**src/rtl/gpio_pkg.sv**
```systemverilog
// -----------------------------------------------------------------------------
// gpio_pkg
// Shared constants for the GPIO port controller: the default bank width and
// the 3-bit register addresses decoded by the register bus.
// No ports; imported by the interface, the synchroniser and the top.
// -----------------------------------------------------------------------------
package gpio_pkg;

  // Default number of pads in one bank (also the register data width).
  localparam int GPIO_N_PINS = 8;

  // Width of the register index on the bus.
  localparam int GPIO_ADDR_W = 3;

  // Register map.
  localparam logic [GPIO_ADDR_W-1:0] GPIO_DIR  = 3'd0;  // RW  1 = output
  localparam logic [GPIO_ADDR_W-1:0] GPIO_OUT  = 3'd1;  // RW  output value
  localparam logic [GPIO_ADDR_W-1:0] GPIO_PU   = 3'd2;  // RW  pull-up enable
  localparam logic [GPIO_ADDR_W-1:0] GPIO_PD   = 3'd3;  // RW  pull-down enable
  localparam logic [GPIO_ADDR_W-1:0] GPIO_IN   = 3'd4;  // RO  synchronised pad_y
  localparam logic [GPIO_ADDR_W-1:0] GPIO_RISE = 3'd5;  // RW  rising-edge irq enable
  localparam logic [GPIO_ADDR_W-1:0] GPIO_FALL = 3'd6;  // RW  falling-edge irq enable
  localparam logic [GPIO_ADDR_W-1:0] GPIO_STAT = 3'd7;  // W1C edge flags

endpackage

```
**src/rtl/gpio_port_ctrl_if.sv**
```systemverilog
// -----------------------------------------------------------------------------
// gpio_port_ctrl_if
// Single-cycle register bus between the SPI slave front end (master) and the
// GPIO port controller (slave).
//   reg_wr     write strobe, one cycle per write
//   reg_rd     read strobe, one cycle per read
//   reg_addr   register index
//   reg_wdata  write data
//   reg_rdata  read data, registered, held while reg_rvalid is low
//   reg_rvalid one-cycle pulse the cycle after reg_rd
// -----------------------------------------------------------------------------
interface gpio_port_ctrl_if
  import gpio_pkg::*;
#(
  parameter int N_PINS = GPIO_N_PINS
);

  logic                   reg_wr;
  logic                   reg_rd;
  logic [GPIO_ADDR_W-1:0] reg_addr;
  logic [N_PINS-1:0]      reg_wdata;
  logic [N_PINS-1:0]      reg_rdata;
  logic                   reg_rvalid;

  // Bus requester side (SPI front end or testbench).
  modport master (
    output reg_wr,
    output reg_rd,
    output reg_addr,
    output reg_wdata,
    input  reg_rdata,
    input  reg_rvalid
  );

  // Register file side (the port controller).
  modport slave (
    input  reg_wr,
    input  reg_rd,
    input  reg_addr,
    input  reg_wdata,
    output reg_rdata,
    output reg_rvalid
  );

endinterface

```
**src/rtl/gpio_sync.sv**
```systemverilog
// -----------------------------------------------------------------------------
// gpio_sync
// N-bit multi-flop synchroniser for asynchronous pad receiver outputs.
// Each bit passes through STAGES flops; all flops clear on async reset.
//   clk    in   system clock
//   rst_n  in   asynchronous active-low reset
//   d_i    in   asynchronous input vector
//   q_o    out  synchronised vector (output of the last stage)
// -----------------------------------------------------------------------------
module gpio_sync
  import gpio_pkg::*;
#(
  parameter int N      = GPIO_N_PINS,
  parameter int STAGES = 2
) (
  input  logic         clk,
  input  logic         rst_n,
  input  logic [N-1:0] d_i,
  output logic [N-1:0] q_o
);

  logic [N-1:0] stage_q [STAGES];

  // Shift chain: stage 0 captures the raw pad, later stages settle metastability.
  always_ff @(posedge clk or negedge rst_n) begin
    if (!rst_n) begin
      for (int i = 0; i < STAGES; i++) begin
        stage_q[i] <= '0;
      end
    end else begin
      stage_q[0] <= d_i;
      for (int i = 1; i < STAGES; i++) begin
        stage_q[i] <= stage_q[i-1];
      end
    end
  end

  assign q_o = stage_q[STAGES-1];

endmodule

```
**src/rtl/gpio_port_ctrl.sv**
```systemverilog
// -----------------------------------------------------------------------------
// gpio_port_ctrl
// Core-side controller for one bank of GPIO pads. Holds the register file,
// drives pad controls, synchronises pad inputs, detects enabled edges into a
// sticky W1C status register and raises a registered level interrupt.
//   clk     in   system clock, rising edge
//   rst_n   in   asynchronous active-low reset
//   bus     slave register bus (wr/rd strobes, addr, wdata, rdata, rvalid)
//   pad_a   out  per-pad output value   (OUT & DIR)
//   pad_oe  out  per-pad driver enable  (DIR)
//   pad_pu  out  per-pad pull-up        (PU & ~PD)
//   pad_pd  out  per-pad pull-down      (PD)
//   pad_y   in   per-pad receiver output, asynchronous to clk
//   irq     out  level interrupt, |STAT delayed by one cycle
// -----------------------------------------------------------------------------
module gpio_port_ctrl
  import gpio_pkg::*;
#(
  parameter int N_PINS      = GPIO_N_PINS,
  parameter int SYNC_STAGES = 2
) (
  input  logic              clk,
  input  logic              rst_n,
  gpio_port_ctrl_if.slave   bus,
  output logic [N_PINS-1:0] pad_a,
  output logic [N_PINS-1:0] pad_oe,
  output logic [N_PINS-1:0] pad_pu,
  output logic [N_PINS-1:0] pad_pd,
  input  logic [N_PINS-1:0] pad_y,
  output logic              irq
);

  // Arming counter counts 0 .. SYNC_STAGES+1 and then sticks.
  localparam int                ARM_W    = $clog2(SYNC_STAGES + 2);
  localparam logic [ARM_W-1:0]  ARM_DONE = ARM_W'(SYNC_STAGES + 1);
  localparam logic [ARM_W-1:0]  ARM_ONE  = ARM_W'(1);

  // Register file.
  logic [N_PINS-1:0] dir_q,  dir_d;
  logic [N_PINS-1:0] out_q,  out_d;
  logic [N_PINS-1:0] pu_q,   pu_d;
  logic [N_PINS-1:0] pd_q,   pd_d;
  logic [N_PINS-1:0] rise_q, rise_d;
  logic [N_PINS-1:0] fall_q, fall_d;
  logic [N_PINS-1:0] stat_q, stat_d;

  // Input path and edge detection.
  logic [N_PINS-1:0] in_s;
  logic [N_PINS-1:0] prev_q;
  logic [N_PINS-1:0] rise_s;
  logic [N_PINS-1:0] fall_s;
  logic [N_PINS-1:0] set_s;
  logic [N_PINS-1:0] w1c_s;
  logic [ARM_W-1:0]  arm_cnt_q, arm_cnt_d;
  logic              armed_s;

  // Read path and interrupt.
  logic [N_PINS-1:0] rd_mux_s;
  logic [N_PINS-1:0] rdata_q, rdata_d;
  logic              rvalid_q, rvalid_d;
  logic              irq_q, irq_d;

  gpio_sync #(
    .N      (N_PINS),
    .STAGES (SYNC_STAGES)
  ) u_sync (
    .clk   (clk),
    .rst_n (rst_n),
    .d_i   (pad_y),
    .q_o   (in_s)
  );

  // Pad controls follow the registers directly; PD masks PU so the pad never
  // sees both pulls at once.
  assign pad_oe = dir_q;
  assign pad_a  = out_q & dir_q;
  assign pad_pd = pd_q;
  assign pad_pu = pu_q & ~pd_q;

  assign bus.reg_rdata  = rdata_q;
  assign bus.reg_rvalid = rvalid_q;
  assign irq            = irq_q;

  // Write decode: one register updated per strobe; STAT writes become a clear mask.
  always_comb begin
    dir_d  = dir_q;
    out_d  = out_q;
    pu_d   = pu_q;
    pd_d   = pd_q;
    rise_d = rise_q;
    fall_d = fall_q;
    w1c_s  = '0;
    if (bus.reg_wr) begin
      case (bus.reg_addr)
        GPIO_DIR:  dir_d  = bus.reg_wdata;
        GPIO_OUT:  out_d  = bus.reg_wdata;
        GPIO_PU:   pu_d   = bus.reg_wdata;
        GPIO_PD:   pd_d   = bus.reg_wdata;
        GPIO_IN:   dir_d  = dir_q;          // read-only, write has no effect
        GPIO_RISE: rise_d = bus.reg_wdata;
        GPIO_FALL: fall_d = bus.reg_wdata;
        GPIO_STAT: w1c_s  = bus.reg_wdata;
        default:   dir_d  = dir_q;
      endcase
    end else begin
      w1c_s = '0;
    end
  end

  // Arming and edge detection. The synchroniser fills from 0 after reset, which
  // would look like rising edges; detection stays masked until the pipeline
  // (SYNC_STAGES flops plus prev) has been refilled.
  always_comb begin
    arm_cnt_d = arm_cnt_q;
    armed_s   = (arm_cnt_q == ARM_DONE);
    rise_s    = in_s & ~prev_q & rise_q;
    fall_s    = ~in_s & prev_q & fall_q;
    if (armed_s) begin
      set_s = rise_s | fall_s;
    end else begin
      set_s     = '0;
      arm_cnt_d = arm_cnt_q + ARM_ONE;
    end
    // Clear first, then set, so a new edge in the clearing cycle survives.
    stat_d = (stat_q & ~w1c_s) | set_s;
    irq_d  = |stat_q;
  end

  // Read mux samples the pre-write register values; rdata holds between reads.
  always_comb begin
    rd_mux_s = '0;
    case (bus.reg_addr)
      GPIO_DIR:  rd_mux_s = dir_q;
      GPIO_OUT:  rd_mux_s = out_q;
      GPIO_PU:   rd_mux_s = pu_q;
      GPIO_PD:   rd_mux_s = pd_q;
      GPIO_IN:   rd_mux_s = in_s;
      GPIO_RISE: rd_mux_s = rise_q;
      GPIO_FALL: rd_mux_s = fall_q;
      GPIO_STAT: rd_mux_s = stat_q;
      default:   rd_mux_s = '0;
    endcase
    rvalid_d = bus.reg_rd;
    if (bus.reg_rd) begin
      rdata_d = rd_mux_s;
    end else begin
      rdata_d = rdata_q;
    end
  end

  // State registers; reset clears everything, including any read in flight.
  always_ff @(posedge clk or negedge rst_n) begin
    if (!rst_n) begin
      dir_q     <= '0;
      out_q     <= '0;
      pu_q      <= '0;
      pd_q      <= '0;
      rise_q    <= '0;
      fall_q    <= '0;
      stat_q    <= '0;
      prev_q    <= '0;
      arm_cnt_q <= '0;
      rdata_q   <= '0;
      rvalid_q  <= 1'b0;
      irq_q     <= 1'b0;
    end else begin
      dir_q     <= dir_d;
      out_q     <= out_d;
      pu_q      <= pu_d;
      pd_q      <= pd_d;
      rise_q    <= rise_d;
      fall_q    <= fall_d;
      stat_q    <= stat_d;
      prev_q    <= in_s;
      arm_cnt_q <= arm_cnt_d;
      rdata_q   <= rdata_d;
      rvalid_q  <= rvalid_d;
      irq_q     <= irq_d;
    end
  end

endmodule

```
**src/flat_wrapper.sv**
```systemverilog
// flat-port wrapper written by rule: the top's interface ports become plain ports
module gpio_port_ctrl_flat import gpio_pkg::*;
#(
  parameter int N_PINS      = GPIO_N_PINS,
  parameter int SYNC_STAGES = 2
)
  (clk, rst_n, pad_a, pad_oe, pad_pu, pad_pd, pad_y, irq, bus_reg_wr, bus_reg_rd, bus_reg_addr, bus_reg_wdata, bus_reg_rdata, bus_reg_rvalid);
  gpio_port_ctrl_if #(.N_PINS(N_PINS)) bus_i ();
  input  logic clk;
  input  logic rst_n;
  output logic [N_PINS-1:0] pad_a;
  output logic [N_PINS-1:0] pad_oe;
  output logic [N_PINS-1:0] pad_pu;
  output logic [N_PINS-1:0] pad_pd;
  input  logic [N_PINS-1:0] pad_y;
  output logic irq;
  input wire logic [$bits(bus_i.reg_wr)-1:0] bus_reg_wr;
  input wire logic [$bits(bus_i.reg_rd)-1:0] bus_reg_rd;
  input wire logic [$bits(bus_i.reg_addr)-1:0] bus_reg_addr;
  input wire logic [$bits(bus_i.reg_wdata)-1:0] bus_reg_wdata;
  output wire logic [$bits(bus_i.reg_rdata)-1:0] bus_reg_rdata;
  output wire logic [$bits(bus_i.reg_rvalid)-1:0] bus_reg_rvalid;
  assign bus_i.reg_wr = bus_reg_wr;
  assign bus_i.reg_rd = bus_reg_rd;
  assign bus_i.reg_addr = bus_reg_addr;
  assign bus_i.reg_wdata = bus_reg_wdata;
  assign bus_reg_rdata = bus_i.reg_rdata;
  assign bus_reg_rvalid = bus_i.reg_rvalid;
  gpio_port_ctrl #(.N_PINS(N_PINS), .SYNC_STAGES(SYNC_STAGES)) u_core (.clk(clk), .rst_n(rst_n), .bus(bus_i), .pad_a(pad_a), .pad_oe(pad_oe), .pad_pu(pad_pu), .pad_pd(pad_pd), .pad_y(pad_y), .irq(irq));
endmodule
```
**config.mk**
```make
export PLATFORM = sky130hd
export DESIGN_NAME = gpio_port_ctrl_flat
export DESIGN_NICKNAME = d
export VERILOG_FILES = /design/src/rtl/gpio_pkg.sv /design/src/rtl/gpio_port_ctrl_if.sv /design/src/rtl/gpio_sync.sv /design/src/rtl/gpio_port_ctrl.sv /design/src/flat_wrapper.sv
export SDC_FILE = /design/constraint.sdc
export NUM_CORES = 1
export LEC_CHECK = 0
export CAP_MARGIN = 15
export CORE_ASPECT_RATIO = 1.4
export CORE_UTILIZATION = 30
export DETAILED_ROUTE_END_ITERATION = 10
export PLACE_DENSITY = 0.57
export SYNTH_ARGS = -nofsm -noshare
export SYNTH_HDL_FRONTEND = slang
export SYNTH_SLANG_ARGS = --single-unit
```
**constraint.sdc**
```tcl
create_clock -name clk -period 1.58 [get_ports clk]
set_input_delay 0.158 -clock clk [delete_from_list [all_inputs] [get_ports clk]]
set_output_delay 0.158 -clock clk [all_outputs]
set_load 0.02 [all_outputs]
```
==> impl_metrics.env <==
export IMPL_cts_setup_buffers=0
export IMPL_cts_tree="yes"
export IMPL_period_share=0.972
export IMPL_drive_gt1_frac=0.264
export IMPL_start_kind="flip-flop"
export IMPL_post_route_drc_count=0
export IMPL_hold_path_class="input pin to flip-flop"
export IMPL_max_stage_delay_ns=0.63
export IMPL_finClkSkew_ns=0.00665
export IMPL_wl_per_cell_um=17.1
export IMPL_cts_root_buf="clkbuf_16"
export IMPL_critical_path_class="flip-flop to output port"
export IMPL_placed_area_sq_um=5160
export IMPL_syn_num_nets=342
export IMPL_outcome="complete, no violations"
export IMPL_die_w_um=101
export IMPL_initialDrtViolationCount=132
export IMPL_drtAntennaViolNets=0
export IMPL_cellLeakagePower_nw=2.45
export IMPL_area_growth_pct=32.9
export IMPL_design_area_sq_um=5430
export IMPL_clk_pin_slew_ns=0.06
export IMPL_worstSkewPairLatency_ns=0.34
export IMPL_clock_path_buffers=2
export IMPL_p_total_mw=6.57
export IMPL_die_area_sq_um=14100
export IMPL_grt_usage=0.159
export IMPL_rsz0062_at_grt="false"
export IMPL_yosys_warnings=0
export IMPL_fmax_ghz=0.651
export IMPL_cts_buffers=9
export IMPL_vias=2922
export IMPL_cp_slowest_cell="clkdlybuf4s50_1"
export IMPL_cp_end_kind="output port"
export IMPL_clock_sinks=92
export IMPL_ys_async_sr_fraction=1.00
export IMPL_maxCapViolCount=0
export IMPL_seq_area_frac_synth=0.563
export IMPL_initial_core_util=0.307
export IMPL_register_area_sq_um=2300
export IMPL_slew_viol_final=0
export IMPL_ir_drop_uv=450
export IMPL_multi_input_area_sq_um=1650
export IMPL_syn_instance_count=318
export IMPL_period_needed_ns=1.54
export IMPL_setup_tns_ns=0
export IMPL_synth_main_ff_cell="dfrtp_1"
export IMPL_grt_start_max_net_pins=48
export IMPL_layout_nets=443
export IMPL_hold_viol=0
export IMPL_ys_types=46
export IMPL_powerDensity_nw_per_um2=1210
export IMPL_ioPinCount=65
export IMPL_ys_ff_latch=92
export IMPL_syn_area_per_cell_sq_um=12.9
export IMPL_rrSetupSlack_ns=0.27
export IMPL_crit_fanout=4
export IMPL_critical_path_top_delay_family="buffers and inverters"
export IMPL_core_sq_um=13300
export IMPL_gp_congestion=0.804
export IMPL_cp_num_buf_inv=1
export IMPL_firstDrtPassIters=4
export IMPL_vias_per_cell=4.82
export IMPL_worst_slew_pin_slew_ns=0.414
export IMPL_htree_levels=3
export IMPL_crit_required_ns=1.42
export IMPL_setup_viol=0
export IMPL_antenna_found_initial=0
export IMPL_mostFrequentLayoutCells="dfrtp_1 (92), mux2_2 (39), clkdlybuf4s50_1 (39), buf_4 (37), nand2_1 (23)"
export IMPL_final_common_cell="dfrtp_1"
export IMPL_syn_cell_area_sq_um=4090
export IMPL_die_height_um=140
export IMPL_worstPathArrival_ns=1.38
export IMPL_synth_edf_count=0
export IMPL_port_buffers=64
export IMPL_grt_overflow_total=0
export IMPL_fill_cells=1279
export IMPL_dp_hpwl_mm=7.69
export IMPL_path_cells="clkdlybuf4s50_1"
export IMPL_drt_wl_total_mm=10.4
export IMPL_relSlewSlack=0.722
export IMPL_rows=50
export IMPL_n_antenna_cell=0
export IMPL_grt_pass1_wl_mm=16.5
export IMPL_grt_pass1_vias=2924
what timing repair did:
action | CTS | global route
endpoints found under the hold margin | 26 | 0
cloned | 0 | 0
resized for setup | 18 | 6
hold buffers | 1 | 0
endpoints found under the setup margin | 18 | 8
pin swaps | 0 | 1
worst paths after layout:
kind,from,to,cells after the start
worst max-delay path,u_core.pad_pd[1]$_DFFE_PN0P_,pad_pd[1],1
worst min-delay path,pad_y[7],u_core.u_sync.stage_q[15]$_DFF_PN0_,1
worst max register to register,u_core.stat_q[4]$_DFF_PN0_,u_core.bus.reg_rdata[4]$_DFFE_PN0P_,4
worst min register to register,u_core.u_sync.stage_q[11]$_DFF_PN0_,u_core.u_sync.q_o[3]$_DFF_PN0_,0
max in group asynchronous,rst_n,u_core.bus.reg_rdata[3]$_DFFE_PN0P_,3
min in group asynchronous,rst_n,u_core.irq$_DFF_PN0_,2
per-layer routing:
layer / routed length (um) / vias to the layer above / track usage
li1: - / 1342 / -
met1: 4450 / 1476 / 0.205
met2: 5170 / 83 / 0.255
met3: 450 / 21 / 0.0329
met4: 279 / 0 / 0.0763
met5: 0 / - / 0
registers in the layout, summed over array words and instances, names as in the netlist, 8 cells and up:
| signal | count |
|---|---|
| u_core.bus.reg_rdata | 8 |
| u_core.fall_q | 8 |
| u_core.out_q | 8 |
| u_core.pad_oe | 8 |
| u_core.pad_pd | 8 |
| u_core.prev_q | 8 |
| u_core.pu_q | 8 |
| u_core.rise_q | 8 |
| u_core.stat_q | 8 |
| u_core.u_sync.q_o | 8 |
| u_core.u_sync.stage_q | 8 |
final cells by class:
class	count	share of cell area
timing repair buffer	103	0.174
clock inverter	5	0.00507
clock buffer	11	0.0447
multi-input combinational	201	0.303
sequential	92	0.424
tap	182	0.0419
inverter	12	0.00829
metrics by stage:
| step | hold WS [ns] | utilization | setup WS [ns] | std cells |
|---|---|---|---|---|
| detailed placement | 0.126 | 0.387 | -0.311 | 589 |
| CTS | 0.240 | 0.406 | 0.00352 | 606 |
| global route | 0.240 | 0.408 | 0.00494 | 606 |
| floorplan | -0.138 | - | 0.320 | 318 |
| global placement | 0.123 | 0.387 | -0.330 | 589 |
| finish | 0.248 | 0.408 | 0.0445 | 606 |
cells by family after synthesis:
| logic type | Yosys count | synth area share |
|---|---|---|
| AND/OR/NAND/NOR | 77 | 0.119 |
| XOR/XNOR | 1 | 0.00214 |
| AO/OA/AOI/OAI | 58 | 0.0976 |
| multiplexers | 64 | 0.179 |
| flip-flops | 92 | 0.563 |
| adder cells (fa/ha/maj) | 1 | 0.00306 |
| buffers and inverters | 25 | 0.0355 |
power breakdown:
group / switching, mW / leakage (nW) / internal, mW / total (mW)
Clock: 0.881 / 0.135 / 1.10 / 1.98
Combinational: 0.723 / 1.24 / 0.817 / 1.54
Sequential: 0.329 / 1.07 / 2.73 / 3.06
Total: 1.93 / 2.45 / 4.64 / 6.57
Yosys cell counts (5+ instances only):
| master | count | share of area |
|---|---|---|
| nand3b_1 | 7 | 0.013 |
| nor2b_1 | 10 | 0.015 |
| mux2i_1 | 15 | 0.037 |
| and2_1 | 8 | 0.012 |
| a211oi_1 | 6 | 0.011 |
| mux2_4 | 8 | 0.029 |
| dfrtp_1 | 92 | 0.56 |
| nand2_1 | 23 | 0.021 |
| o21ai_0 | 17 | 0.021 |
| nor2_1 | 5 | 0.0046 |
| mux2_2 | 39 | 0.11 |
| o22ai_1 | 8 | 0.012 |
| inv_1 | 12 | 0.011 |
| a22o_1 | 12 | 0.026 |
| buf_6 | 5 | 0.014 |
No activity file was read; power rests on OpenSTA's default activity.
